### config.mk
export PLATFORM = sky130hd
export DESIGN_NAME = mclaurin_scheduler
export DESIGN_NICKNAME = d
export VERILOG_FILES = /design/src/rtl/mclaurin_pkg.sv /design/src/rtl/mclaurin_scheduler_rr_arbiter.sv /design/src/rtl/mclaurin_scheduler.sv
export SDC_FILE = /design/constraint.sdc
export NUM_CORES = 1
export LEC_CHECK = 0
export CORE_ASPECT_RATIO = 1.1
export CORE_MARGIN = 4
export CORE_UTILIZATION = 45
export DETAILED_ROUTE_END_ITERATION = 12
export PLACE_DENSITY = 0.77
export SLEW_MARGIN = 20
export SYNTH_ARGS = -nofsm -noshare
export SYNTH_HDL_FRONTEND = slang
export SYNTH_HIERARCHICAL = 1
export SYNTH_SLANG_ARGS = --single-unit
### constraint.sdc
create_clock -name clk -period 3.9 [get_ports clk]
set_input_delay 0.975 -clock clk [delete_from_list [all_inputs] [get_ports clk]]
set_output_delay 0.975 -clock clk [all_outputs]
set_load 0.005 [all_outputs]
### src/rtl/mclaurin_pkg.sv
`default_nettype none
// ============================================================================
// mclaurin_pkg: shared types and widths for the mclaurin_scheduler slice.
// Rev 1.0
// ============================================================================
package mclaurin_pkg;

  localparam int MCL_X_W  = 8;
  localparam int MCL_N_W  = 3;
  localparam int MCL_Y_W  = 32;
  localparam int MCL_ID_W = 3;

  typedef enum logic [1:0] {
    IDLE  = 2'd0,
    RUN   = 2'd1,
    DRAIN = 2'd2
  } sched_state_t;

  // id is sized for the largest supported requester count (8)
  typedef struct packed {
    logic                valid;
    logic [MCL_ID_W-1:0] id;
    logic                err;
  } tag_t;

  function automatic logic [15:0] sat_inc(input logic [15:0] v);
    return (v == 16'hFFFF) ? v : v + 16'd1;
  endfunction

endpackage
`default_nettype wire

### src/rtl/mclaurin_scheduler_rr_arbiter.sv
`default_nettype none
// ============================================================================
// rr_arbiter: combinational round-robin arbiter, priority starts at last+1.
// Rev 1.0
// ============================================================================
module rr_arbiter
#(
  parameter  int NUM_REQ = 4,
  localparam int ID_W    = $clog2(NUM_REQ)
) (
  input  logic [NUM_REQ-1:0] req,
  input  logic [ID_W-1:0]    last,
  output logic [NUM_REQ-1:0] grant,
  output logic [ID_W-1:0]    grant_idx,
  output logic               grant_any
);

  always_comb begin
    int cand;
    cand      = 0;
    grant     = '0;
    grant_idx = '0;
    grant_any = 1'b0;
    for (int off = 1; off <= NUM_REQ; off++) begin
      cand = (int'(last) + off) % NUM_REQ;
      if (!grant_any && req[ID_W'(cand)]) begin
        grant[ID_W'(cand)] = 1'b1;
        grant_idx          = ID_W'(cand);
        grant_any          = 1'b1;
      end
    end
  end

endmodule
`default_nettype wire

### src/rtl/mclaurin_scheduler.sv
`default_nettype none
// ============================================================================
// mclaurin_scheduler: shares one mclaurin_pipeline among NUM_REQ requesters.
// Rev 1.0
// ============================================================================
module mclaurin_scheduler
  import mclaurin_pkg::*;
#(
  parameter  int NUM_REQ  = 4,
  parameter  int PIPE_LAT = 4,
  parameter  int MAX_N    = 4,
  localparam int ID_W     = $clog2(NUM_REQ)
) (
  input  logic                       clk,
  input  logic                       reset_n,
  input  logic                       enable,
  input  logic [NUM_REQ-1:0]         req_valid,
  input  logic [MCL_X_W*NUM_REQ-1:0] req_x,
  input  logic [MCL_N_W*NUM_REQ-1:0] req_n,
  output logic [NUM_REQ-1:0]         req_ready,
  output logic [MCL_X_W-1:0]         pipe_x,
  output logic [MCL_N_W-1:0]         pipe_n,
  input  logic [MCL_Y_W-1:0]         pipe_y,
  input  logic                       pipe_ovf,
  output logic                       rsp_valid,
  output logic [ID_W-1:0]            rsp_id,
  output logic [MCL_Y_W-1:0]         rsp_y,
  output logic                       rsp_ovf,
  output logic                       rsp_err,
  output logic                       busy,
  output logic [15:0]                issue_cnt,
  output logic [15:0]                ovf_cnt
);

  sched_state_t         state;
  logic [NUM_REQ-1:0]   pend;
  logic [NUM_REQ-1:0]   eligible;
  logic [NUM_REQ-1:0]   grant;
  logic [NUM_REQ-1:0]   rsp_clr;
  logic [ID_W-1:0]      last;
  logic [ID_W-1:0]      grant_idx;
  logic                 grant_any;
  logic [MCL_X_W-1:0]   sel_x;
  logic [MCL_N_W-1:0]   sel_n;
  logic                 sel_err;
  logic                 tail_ok;
  tag_t                 tag_sr [PIPE_LAT+1];

  // Dropping enable stops grants in the same cycle, before the FSM leaves RUN
  assign eligible  = (state == RUN && enable) ? (req_valid & ~pend) : '0;
  assign req_ready = grant;

  rr_arbiter #(
    .NUM_REQ   (NUM_REQ)
  ) u_arb (
    .req       (eligible),
    .last      (last),
    .grant     (grant),
    .grant_idx (grant_idx),
    .grant_any (grant_any)
  );

  always_comb begin
    sel_x   = req_x[int'(grant_idx)*MCL_X_W +: MCL_X_W];
    sel_n   = req_n[int'(grant_idx)*MCL_N_W +: MCL_N_W];
    sel_err = int'(sel_n) > MAX_N;
    tail_ok = tag_sr[PIPE_LAT].valid && !tag_sr[PIPE_LAT].err;
  end

  always_comb begin
    rsp_clr = '0;
    if (rsp_valid) rsp_clr[rsp_id] = 1'b1;
  end

  always_comb begin
    busy = rsp_valid;
    for (int k = 0; k <= PIPE_LAT; k++) busy = busy | tag_sr[k].valid;
  end

  always_ff @(posedge clk or negedge reset_n) begin
    if (!reset_n) begin
      state     <= IDLE;
      pend      <= '0;
      last      <= ID_W'(NUM_REQ - 1);
      pipe_x    <= '0;
      pipe_n    <= '0;
      for (int k = 0; k <= PIPE_LAT; k++) tag_sr[k] <= '0;
      rsp_valid <= 1'b0;
      rsp_id    <= '0;
      rsp_y     <= '0;
      rsp_ovf   <= 1'b0;
      rsp_err   <= 1'b0;
      issue_cnt <= '0;
      ovf_cnt   <= '0;
    end else begin
      case (state)
        IDLE:    if (enable) state <= RUN;
        RUN:     if (!enable) state <= busy ? DRAIN : IDLE;
        DRAIN:   if (!busy) state <= IDLE;
        default: state <= IDLE;
      endcase

      pend <= (pend & ~rsp_clr) | grant;
      if (grant_any) last <= grant_idx;

      // Illegal precision is never sent to the pipeline; its slot becomes zeros
      pipe_x <= (grant_any && !sel_err) ? sel_x : '0;
      pipe_n <= (grant_any && !sel_err) ? sel_n : '0;

      tag_sr[0].valid <= grant_any;
      tag_sr[0].id    <= MCL_ID_W'(grant_idx);
      tag_sr[0].err   <= grant_any & sel_err;
      for (int k = 1; k <= PIPE_LAT; k++) tag_sr[k] <= tag_sr[k-1];

      rsp_valid <= tag_sr[PIPE_LAT].valid;
      rsp_id    <= ID_W'(tag_sr[PIPE_LAT].id);
      rsp_y     <= tail_ok ? pipe_y : '0;
      rsp_ovf   <= tail_ok & pipe_ovf;
      rsp_err   <= tag_sr[PIPE_LAT].valid & tag_sr[PIPE_LAT].err;

      if (grant_any) issue_cnt <= sat_inc(issue_cnt);
      if (rsp_valid && rsp_ovf) ovf_cnt <= sat_inc(ovf_cnt);
    end
  end

endmodule
`default_nettype wire
==> reports/results.ini, run 1 <==
[power]
comb_power_share_pct=34.1
peakVddDrop_v=0.000285
powerDensity_nw_per_um2=515
power.total_mw=3.76
switchingPower_mw=1.08
clockPowerShare_pct=25.7
swShare_pct=28.7
seqPwrFrac_pct=40.2
internal_power_mw=2.68
leakage_nw=3.28

[logic_synthesis]
synthDistinctLibCells=52
netlist_area_um2=4780
synth.top_cell.area_share_pct=55.5
synth-edff-count=0
synth_mux_area_share_pct=11.0
async_reset_ff_share_pct=100
synth_cells=377
ys_seq_area_share_pct=56.6
synth.most_common_cell=dfrtp_1
synth_area_leaders=dfrtp_1 (55%), mux4_1 (5.5%), and2_1 (4.6%)
synth_xor_area_share_pct=4.40
synth_top_family_by_area=simple AND/OR/NAND/NOR gates
synth_compound_gate_area_share_pct=4.74
syn_nets=471
ys_seq_elements=108
synthSimpleGateAreaFrac_pct=18.4
synthFlopType=dfrtp_1
synthAdderAreaFrac_pct=2.62
synth_area_per_cell_um2=12.7
synth_top_cells_by_count=dfrtp_1 (106), and2_1 (35), nand2_1 (26)
yosysTopAreaCell=dfrtp_1
yosys_warnings=6

[drt]
wl_um=11900
drc=0
drt_iter0_markers=156
firstDrtPassIters=4
vias=3750
viasPerCell=5.10
wire_per_inst_um=16.2
drtAntennaViolNets=0

[floorplan]
dieArea_um2=12300
initial_core_util_pct=46.0
die_h_um=116
io_pins=169
core.rowCount=39
die_x_um=106
fp.coreArea_um2=10400

[placed_design]
place_ws_ns=-0.647
gp_congestion=0.886
hpwl_um=8750
io_buffers=168

[finish]
fillers=780
drive_above_1_share_pct=17.4
antenna_cells=0
syn_to_final_growth_pct=52.5
nNetsFinal=681

[grt]
grt_pass1_wl_um=18600
antenna_found_initial=0
grt_use_total_pct=18.9
grt_overflow=0
grt_pass1_vias=3740
grt_max_degree=89

[sta]
period_share_pct=98.1
relSlewSlack_pct=46.7
report.final.setup_viol=0
fin_crit_ns=3.83
rsz0062_at_grt=no
finClkSkew_ns=0.00884
worstMarginPinSlew_ns=0.798
clock.fmax_mhz=261
fin_ws_ns=0.0735
hold_viol=0
slew_viol_final=0

[clocking]
cts.sinks=108
path_clk_slew_ns=0.07
htree_levels=3
numCtsBuffers=9
cts_tree=built
cts-hold-fix-buffers=0
clockRootBuffer=clkbuf_16
cts_buffer_depth=2
clk_latency_ns=0.34

[setup_path]
cp-end-kind=output pin
r2r_slack_ns=0.43
cp_max_fo=6
required_ns=2.92
worstSetupPathType=in2out
reg2regPathDepth=13
critPathLaunchType=input pin
timing.rr.end=pipe_x[3]
cp.arrival_ns=2.85
r2r-start=last[0]

[flow_run]
maxCapViolCount=0

[run_status]
status=finished, final reports clean

[hold_path]
holdPathEnd=tag_sr[1]
worstHoldPathCells=0
min_from=tag_sr[6]
holdCritPathClass=reg2reg

-- layout make-up --
| class | count | area [um^2] | share of cell area [%] |
|---|---|---|---|
| timing repair buffer | 212 | 2010 | 27.5 |
| sequential | 108 | 2710 | 37.1 |
| inverter | 8 | 30.0 | 0.412 |
| clock buffer | 9 | 225 | 3.09 |
| multi-input combinational | 248 | 2040 | 28.0 |
| clock inverter | 7 | 98.8 | 1.36 |
| tap | 143 | 179 | 2.45 |
-- state kept, by name, indices dropped and copies added (netlist names) --
| signal | flops |
|---|---|
| issue_cnt | 16 |
| state | 2 |
| pipe_n | 3 |
| rsp_id | 2 |
| pipe_x | 8 |
| rsp_valid | 1 |
| pend | 4 |
| last | 2 |
| rsp_err | 1 |
| tag_sr | 20 |
| rsp_ovf | 1 |
| ovf_cnt | 16 |
| rsp_y | 32 |
-- cell usage in the layout (no fill, tap or decap), types with 3 or more instances in the layout --
master             n
clkdlybuf4s50_1  160
dfrtp_1          106
buf_4             42
and2_1            35
nand2_1           25
nand3_1           18
xnor2_1           17
and3_1            16
nor2_1            14
nand4_1           10
ha_1              10
clkbuf_16          9
mux4_1             8
inv_1              8
mux2_2             8
mux4_2             7
xor2_1             7
o21ai_0            6
mux2i_1            6
and4_1             5
nand2b_1           4
a21o_1             4
nor3b_4            3
a21oi_1            3
o22ai_1            3
-- how the worst max path moves through the flow --
stage                     depth (start not counted)      endpoint  slack [ns]    startpoint
after floorplan                                  12     pipe_n[1]        0.13        enable
after global placement                           10  req_ready[2]       -0.57        enable
after detailed placement                         10  req_ready[2]       -0.65        enable
after CTS                                        11  req_ready[2]       0.002        enable
after global routing                              8  req_ready[2]        0.01  req_valid[2]
final                                             8  req_ready[2]        0.07  req_valid[0]
-- what timing repair did --
action | in CTS | in global routing
setup buffers | 21 | 2
resized for setup | 29 | 8
pin swaps | 8 | 4
endpoints found under the setup margin | 14 | 15
-- per-layer routing --
metal  vias up  global-route usage, %  share of wire, %
met5         -                      0                 0
met4         0                   6.13               1.9
met3        22                   4.70               7.0
met2       156                   32.5                52
met1      1822                   23.8                39
li1       1750                      -                 -
-- power by group through the flow --
stage / sequential [mW] / clock [mW] / combinational (mW)
floorplan: 1.50 / 0 / 0.580
global placement: 1.51 / 0 / 1.20
detailed placement: 1.52 / 0 / 1.23
CTS: 1.51 / 0.984 / 1.28
global route: 1.54 / 1.04 / 1.38
finish: 1.51 / 0.964 / 1.28
-- critical path, stage by stage --
cell and delay (ns):
clkdlybuf4s50_1 0.41, nor3b_4 0.17, mux4_2 0.52, nor2b_4 0.18
buf_6 0.11, a311oi_2 0.09, a221oi_2 0.23, buf_2 0.16
-- through the flow --
stage | util [%] | TNS, ns | hold slack [ns] | instance area (um^2) | std cells
3_3_place_gp | 65.1 | -6.06 | 0.332 | 6770 | 701
2_1_floorplan | - | 0 | 0.331 | 4780 | 377
6_report | 70.1 | 0 | 0.342 | 7290 | 735
5_1_grt | 70.1 | 0 | 0.340 | 7290 | 735
4_1_cts | 70.1 | 0 | 0.344 | 7290 | 736
3_5_place_dp | 65.1 | -7.17 | 0.335 | 6770 | 701
-- logic make-up (layout without fill, tap and decap cells) --
logic type | count (synthesis) | after routing
AOI/OAI and AO/OA | 32 | 32
and+or+nand+nor | 153 | 153
xor gates and xnor gates | 24 | 24
adders and majority gates | 10 | 10
DFF | 108 | 108
buffers and inverters | 21 | 236
muxes | 29 | 29
(Power assumes the default switching activity.)
==> run 2: changes to the inputs <==
SETUP_SLACK_MARGIN = 0.3   (was unset)
==> reports/results.ini, run 2 (synthesis gave the netlist of run 1 again) <==
[run_status]
status=finished, final reports clean

[drt]
drtAntennaViolNets=0  ; unchanged
wl_um=11800  ; -0.72%
vias=3749  ; -0.027%
drc=0  ; unchanged
wire_per_inst_um=16.3  ; +0.65%
firstDrtPassIters=4  ; unchanged
viasPerCell=5.17  ; +1.4%
drt_iter0_markers=155  ; -0.64%

[power]
power.total_mw=3.66  ; -2.5%
peakVddDrop_v=0.000284  ; -0.43%
powerDensity_nw_per_um2=508  ; -1.4%
leakage_nw=3.24  ; -1.2%

[floorplan]
initial_core_util_pct=46.0  ; unchanged
io_pins=169  ; unchanged
fp.coreArea_um2=10400  ; unchanged
die_x_um=106  ; unchanged
dieArea_um2=12300  ; unchanged
die_h_um=116  ; unchanged
core.rowCount=39  ; unchanged

[placed_design]
io_buffers=168  ; unchanged
dp.cells=699  ; -0.29%
hpwl_um=8440  ; -3.5%
place_ws_ns=-0.662  ; -0.0159 ns
gp_congestion=0.954  ; +7.6%

[sta]
report.final.setup_viol=0  ; unchanged
rsz0062_at_grt=yes
hold_slack_ns=0.346  ; +0.00403 ns
clock.fmax_mhz=274  ; +4.9%
period_share_pct=93.6  ; -4.6 points
relSlewSlack_pct=48.5  ; +1.8 points
slew_viol_final=0  ; unchanged
fin_crit_ns=3.65  ; -0.177 ns
fin_ws_ns=0.251  ; +0.177 ns
finClkSkew_ns=0.00887  ; +0.0000250 ns
hold_viol=0  ; unchanged
worstMarginPinSlew_ns=0.772  ; -0.0269 ns

[setup_path]
r2r-start=last[1]
required_ns=2.92  ; about the same
crit_end=req_ready[2]
slowest_stage=mux4_2
worst-path-stages=7  ; -1
worstSetupPathType=in2out
path_cells=dlygate4sd2_1 -> nor3b_4 -> mux4_2 -> buf_4 -> a21boi_0 -> a221oi_2 -> buf_2
reg2regPathDepth=12  ; -1
critPathLaunchType=input pin
crit_path_start=req_valid[1]
cp_max_fo=5  ; -1
cpPeakStageDelay_ns=0.51  ; about the same
cp_num_buf_inv=3  ; unchanged
crit_family=buffers and inverters
cp.arrival_ns=2.67  ; -0.18 ns
timing.rr.end=pipe_n[0]
r2r_slack_ns=0.51  ; +0.08 ns
cp-end-kind=output pin

[clocking]
numCtsBuffers=9  ; unchanged
cts-hold-fix-buffers=0  ; unchanged
clockRootBuffer=clkbuf_16
cts.sinks=108  ; unchanged
htree_levels=3  ; unchanged
path_clk_slew_ns=0.06  ; about the same
clk_latency_ns=0.34  ; about the same
cts_tree=built
cts_buffer_depth=2  ; unchanged

[finish]
nNetsFinal=672  ; -1.3%
final_cell_mix=clkdlybuf4s50_1 (158), dfrtp_1 (106), and2_1 (35)
layoutNonFillerInstCount=725  ; -1.4%
largest_reg_flops=32  ; unchanged
antenna_cells=0  ; unchanged
syn_to_final_growth_pct=50.9
layout_commonest_cell=clkdlybuf4s50_1
max_flop_register=rsp_y
fillers=763  ; -2.2%
drive_above_1_share_pct=16.0  ; -1.4 points
largestRegisters=rsp_y (32), tag_sr (20)

[hold_path]
holdCritPathClass=reg2reg

[flow_run]
maxCapViolCount=0  ; unchanged

[grt]
grt_pass1_vias=3866  ; +3.4%
grt_overflow=0  ; unchanged
grt_max_degree=109  ; +22%
grt_pass1_wl_um=18800  ; +1.3%
antenna_found_initial=0  ; unchanged
grt_use_total_pct=19.1  ; +0.18 points

==> run 2: cell types whose count changed in the layout (fill, tap and decap cells not counted), moves of 2 or more <==
| cell | delta |
|---|---|
| clkinv_4 | -2 |
| clkdlybuf4s50_1 | -2 |
| buf_4 | -10 |
| clkbuf_1 | +3 |
| buf_2 | +2 |
| clkbuf_2 | -2 |
| dlygate4sd2_1 | +2 |
==> run 2: what timing repair did <==
item | 4_1_cts | 5_1_grt
pin swaps | 11 | 4
cloned | 0 | 0
resized for setup | 38 | 6
endpoints found under the setup margin | 16 | 15
setup buffers | 10 | 1
endpoints found under the hold margin | 0 | 0
==> run 2: power breakdown <==
part	internal, mW	switching, mW	leakage [nW]
logic	0.750	0.522	1.65
clock network	0.512	0.370	0.140
registers	1.36	0.154	1.45
total	2.62	1.05	3.24
==> run 2: layout make-up <==
class | count | area (um^2) | area share, %
Sequential cell | 108 | 2710 | 37.5
Timing Repair Buffer | 203 | 1950 | 27.0
Clock inverter | 2 | 35.0 | 0.486
Inverter | 8 | 30.0 | 0.416
Multi-Input combinational cell | 248 | 2060 | 28.6
Tap cell | 143 | 179 | 2.48
Clock buffer | 13 | 250 | 3.47
==> run 2: layer usage <==
| layer | share of wire, % | track usage, % | wire length [um] | up-vias |
|---|---|---|---|---|
| met5 | 0 | 0 | 0 | - |
| met4 | 1.9 | 6.65 | 227 | 0 |
| met3 | 7.0 | 4.37 | 827 | 21 |
| met2 | 51 | 33.1 | 6040 | 163 |
| met1 | 40 | 23.8 | 4700 | 1832 |
| li1 | - | - | - | 1733 |
==> run 2: metrics by stage <==
step / cell area [um^2] / util (%) / TNS [ns]
after floorplan: 4800 / - / 0
after global placement: 6790 / 65.3 / -5.29
after detailed placement: 6790 / 65.3 / -7.55
after CTS: 7180 / 69.1 / 0
after global routing: 7210 / 69.4 / 0
final: 7210 / 69.4 / 0
==> run 2: worst min path at each step <==
stage,to,from,cells past startpoint
4_1_cts,tag_sr[17],tag_sr[22],0
6_report,tag_sr[0],tag_sr[5],0
5_1_grt,tag_sr[16],tag_sr[21],0
2_1_floorplan,rsp_id[0],tag_sr[1],0
3_5_place_dp,tag_sr[17],tag_sr[22],0
3_3_place_gp,tag_sr[17],tag_sr[22],0
